**config.mk**
```make
export PLATFORM = sky130hd
export DESIGN_NAME = argmax_classifier
export DESIGN_NICKNAME = d
export VERILOG_FILES = /design/src/rtl/argmax_classifier.sv
export SDC_FILE = /design/constraint.sdc
export NUM_CORES = 1
export LEC_CHECK = 0
export BUFFER_PORTS_ARGS = -buffer_cell sky130_fd_sc_hd__buf_2
export CORE_MARGIN = 5
export CORE_UTILIZATION = 35
export CTS_CLUSTER_DIAMETER = 30
export DETAILED_ROUTE_END_ITERATION = 10
export HOLD_SLACK_MARGIN = 0.05
export SYNTH_ARGS = -nofsm -noshare
export SYNTH_HDL_FRONTEND = slang
export SYNTH_SLANG_ARGS = --single-unit
```
**constraint.sdc**
```tcl
create_clock -name clk -period 7.8 [get_ports clk]
set_input_delay 0.78 -clock clk [delete_from_list [all_inputs] [get_ports clk]]
set_output_delay 0.78 -clock clk [all_outputs]
set_load 0.005 [all_outputs]
```
**src/rtl/argmax_classifier.sv**
```systemverilog
// Walks every aggregated node row, takes the argmax of its three class scores and stores a 2-bit label per node.
// Optional build macro ARGMAX_RELU_EN: signed scores with negatives clamped to 0 before the compare.
module argmax_classifier #(
    parameter int NUM_NODES = 6
) (
    input  logic                 clk,
    input  logic                 rst,
    input  logic                 done_comb,
    input  logic [15:0]          adj_fm_wm_row [0:2],
    output logic [2:0]           read_row,
    output logic [1:0]           class_out [0:NUM_NODES-1],
    output logic [NUM_NODES-1:0] label_valid,
    output logic                 busy,
    output logic                 done
);

    typedef enum logic [2:0] {
        S_IDLE,
        S_FETCH,
        S_CAPTURE,
        S_WRITE,
        S_DONE
    } state_t;

    localparam logic [2:0] LAST_NODE = 3'(NUM_NODES - 1);

    state_t      state;
    state_t      state_next;
    logic [2:0]  node;
    logic [15:0] score [0:2];
    logic [15:0] best_val;
    logic [1:0]  best_idx;

    function automatic logic [15:0] rank(input logic [15:0] s);
`ifdef ARGMAX_RELU_EN
        // Once negatives are clamped, the remaining values are non-negative, so an unsigned compare is exact.
        return s[15] ? '0 : s;
`else
        return s;
`endif
    endfunction

    always_ff @(posedge clk or posedge rst) begin
        if (rst) begin
            state <= S_IDLE;
        end else begin
            state <= state_next;
        end
    end

    always_comb begin
        state_next = state;
        case (state)
            S_IDLE:    if (done_comb) state_next = S_FETCH;
            S_FETCH:   state_next = S_CAPTURE;
            S_CAPTURE: state_next = S_WRITE;
            S_WRITE:   state_next = (node == LAST_NODE) ? S_DONE : S_FETCH;
            S_DONE:    state_next = S_DONE;
            default:   state_next = S_IDLE;
        endcase
    end

    // Strict greater-than while scanning upward keeps ties on the lowest index.
    always_comb begin
        best_val = rank(score[0]);
        best_idx = 2'd0;
        if (rank(score[1]) > best_val) begin
            best_val = rank(score[1]);
            best_idx = 2'd1;
        end
        if (rank(score[2]) > best_val) begin
            best_val = rank(score[2]);
            best_idx = 2'd2;
        end
    end

    always_comb begin
        read_row = (state == S_IDLE) ? '0 : node;
    end

    always_ff @(posedge clk or posedge rst) begin
        if (rst) begin
            node        <= '0;
            label_valid <= '0;
            busy        <= 1'b0;
            done        <= 1'b0;
            for (int unsigned k = 0; k < 3; k++) begin
                score[k] <= '0;
            end
            for (int unsigned n = 0; n < NUM_NODES; n++) begin
                class_out[n] <= '0;
            end
        end else begin
            case (state)
                S_IDLE: begin
                    if (done_comb) begin
                        node <= '0;
                        busy <= 1'b1;
                    end
                end
                S_CAPTURE: begin
                    // Address is still held here, so both combinational and 1-cycle registered reads are valid.
                    for (int unsigned k = 0; k < 3; k++) begin
                        score[k] <= adj_fm_wm_row[k];
                    end
                end
                S_WRITE: begin
                    for (int unsigned n = 0; n < NUM_NODES; n++) begin
                        if (node == 3'(n)) begin
                            class_out[n]   <= best_idx;
                            label_valid[n] <= 1'b1;
                        end
                    end
                    if (node == LAST_NODE) begin
                        busy <= 1'b0;
                        done <= 1'b1;
                    end else begin
                        node <= node + 3'd1;
                    end
                end
                default: ;
            endcase
        end
    end

endmodule

```
==> impl_metrics.py <==
metrics = {
    "status": {
        "status": "finished, final reports clean",
    },
    "cts": {
        "clk_pin_slew_worst_paths_ps": 80,
        "cts_tree": "yes",
        "cts_hold_buf": 0,
        "root_buffer": "clkbuf_8",
        "cts_setup_buffers": 0,
        "clkSinkCount": 73,
        "clk_latency_ps": 350,
        "clockBufferDepth": 2,
        "cts.repair.resized": 0,
        "htreeDepth": 3,
        "cts_made_buffers": 9,
    },
    "setup_path": {
        "cpPeakStageDelay_ps": 1090,
        "crit_fanout": 20,
        "cp.arrival_ps": 4590,
        "crit_path_end_kind": "register",
        "crit_path_start_kind": "register",
        "crit_type": "register to register",
        "path_cells": "inv_1 -> ha_1 -> a21oi_1 -> nand2_1 -> a221o_1 -> o31ai_4 -> mux2i_1 -> ha_1 -> a21oi_1 -> a311oi_1 -> a211o_1 -> o31a_1 -> mux2_2",
        "critPathRequiredTime_ps": 8030,
        "crit_path_top_delay_cell": "o31ai_4",
    },
    "floorplan": {
        "ios": 74,
        "die_x_um": 113,
        "start_util": 0.361,
        "core_area_mm2": 0.0104,
        "fp.dieH_um": 113,
        "num_rows": 37,
        "die-area_mm2": 0.0129,
    },
    "route": {
        "wl_mm": 7.93,
        "firstDrtPassIters": 4,
        "antenna_left": 0,
        "first_iter_violations": 130,
        "via_per_inst": 4.88,
        "vias": 2656,
        "remaining_drc_errors": 0,
        "post_drt_wl_per_cell_um": 14.6,
    },
    "placement": {
        "routabilityCongestion": 0.781,
        "placed_cells": 528,
        "io_buffers": 73,
        "dpl.hpwl_mm": 5.95,
        "post-place-ws_ps": 3430,
    },
    "synth": {
        "syn_nets": 416,
        "yosysWarningCount": 0,
        "synth_edf_count": 0,
        "ys_ff_latch": 73,
        "syn_area_mm2": 0.00374,
        "synthTopCellsByArea": "dfrtp_1 49%, ha_1 12%, mux2_2 11%",
        "synthDistinctLibCells": 39,
        "yosys.area.top_type": "dfrtp_1",
        "synth_top_area_frac": 0.488,
        "syn_avg_cell_area_um2": 11.4,
        "syn_inst": 328,
        "synth_seq_area_share": 0.488,
        "ys.flop_type": "dfrtp_1",
        "async_flop_share": 1.00,
    },
    "power_and_ir_drop": {
        "leakagePower_nw": 2.18,
        "p_total_mw": 2.08,
        "powerDensity_mw_per_mm2": 462,
        "peakVddDrop_uv": 198,
    },
    "layout": {
        "final_core_util": 0.433,
        "area_delta_synth_final_pct": 20.0,
        "nets": 491,
        "n_antenna_cell": 0,
        "stdcell_count": 544,
        "fillCellCount": 1035,
        "drive_above_1_share": 0.328,
    },
    "timing": {
        "worst_slack_ps": 3440,
        "fin_skew_ps": 7.32,
        "fmaxAchievable_ghz": 0.229,
        "finalHoldViolCount": 0,
        "drv_slew": 0,
        "max_slew_margin": 0.142,
        "setup_viol": 0,
        "min_period_ps": 4360,
        "finalCritPeriodShare": 0.560,
        "rsz0062_at_grt": "no",
        "tightest_slew_ps": 1290,
        "setup-tns-final_ps": 0,
    },
    "hold_path": {
        "hp-class": "register to register",
    },
    "grt": {
        "antenna_found_initial": 0,
        "overflow": 0,
        "grt_use_met1": 0.173,
        "grt_max_degree": 74,
        "grt_util_met3": 0.0377,
        "grt_pass1_wl_mm": 13.6,
        "use_met2": 0.211,
        "top_usage_layer": "met2",
        "grt_usage": 0.131,
        "grt_pass1_vias": 2797,
    },
    "run": {
        "cap_violations": 0,
    },
}
cell usage in the layout (no fill, tap or decap), types with 2 or more instances in the layout:
master | synthesis | layout
dfrtp_1 | 73 | 73
o31a_1 | 2 | 2
nand4_1 | 7 | 7
clkbuf_8 | 0 | 10
buf_4 | 2 | 2
mux2_2 | 38 | 38
nor2b_1 | 3 | 3
buf_2 | 4 | 73
mux2i_1 | 16 | 16
bufinv_16 | 0 | 3
nor2_1 | 10 | 9
nor3_1 | 2 | 2
nand2_1 | 36 | 36
a21o_1 | 2 | 2
inv_1 | 21 | 20
nand2b_1 | 8 | 8
nand3_1 | 8 | 8
o21ai_0 | 18 | 18
o31ai_1 | 6 | 6
ha_1 | 37 | 37
a21oi_1 | 13 | 13
routing by layer:
layer,vias up,part of all wire
met2,64,0.46
met1,1272,0.46
met4,0,0.0079
met5,-,0
li1,1311,-
met3,9,0.064
per-stage QoR:
step	hold WS (ps)	instance area [um^2]
after floorplan	459	3740
after global placement	445	4250
after detailed placement	448	4250
after CTS	471	4490
after global routing	497	4490
final	471	4490
critical path: cells and delay by family (launching register included):
family | cells | cell delay (ps)
and+or+nand+nor | 1 | 70
AOI/OAI and AO/OA | 7 | 2550
adders and majority gates | 2 | 550
muxes | 2 | 590
DFF | 1 | 390
buffers and inverters | 1 | 90
registers in the layout, summed over array words and instances, names as in the netlist:
signal,count
score,48
class_out,12
label_valid,5
node,3
state,3
busy,1
done,1
power breakdown:
part           internal [mW]  switching (mW)  leakage (nW)
logic                  0.497           0.551          1.17
clock network          0.221           0.140         0.120
registers              0.548           0.119         0.891
total                   1.27           0.810          2.18
cell families (layout without fill, tap and decap cells):
kind of cell | after synthesis | count (layout) | share of synthesized area
buffers and inverters | 32 | 112 | 0.0375
muxes | 55 | 55 | 0.161
adders and majority gates | 37 | 37 | 0.124
AOI/OAI and AO/OA | 51 | 51 | 0.0856
DFF | 73 | 73 | 0.488
and+or+nand+nor | 80 | 80 | 0.103
final timing paths:
path	start	end	slack, ps	depth (start not counted)
max	score[46]	class_out[11]	3440	13
min	label_valid[4]	label_valid[4]	470	1
max reg2reg	score[46]	class_out[11]	3440	13
min reg2reg	label_valid[4]	label_valid[4]	470	1
max in group asynchronous	rst	score[21]	6500	3
min in group asynchronous	rst	label_valid[1]	700	3
Yosys cell counts (all sizes together) (2+ instances only):
| cell | instances |
|---|---|
| a21boi | 2 |
| a21o | 2 |
| a21oi | 13 |
| buf | 8 |
| clkbuf | 3 |
| dfrtp | 73 |
| ha | 37 |
| inv | 21 |
| mux2 | 39 |
| mux2i | 16 |
| nand2 | 36 |
| nand2b | 8 |
| nand3 | 8 |
| nand4 | 7 |
| nor2 | 10 |
| nor2b | 3 |
| nor3 | 2 |
| o21ai | 19 |
| o31a | 2 |
| o31ai | 7 |
final cells by class:
cell class	instances	area (um^2)	area share
Sequential cell	73	1830	0.407
Multi-Input combinational cell	223	1790	0.399
Timing Repair Buffer	75	380	0.0847
Tap cell	136	170	0.0379
Clock buffer	11	141	0.0315
Clock inverter	5	103	0.0229
Inverter	21	78.8	0.0176
(Power assumes the default switching activity.)
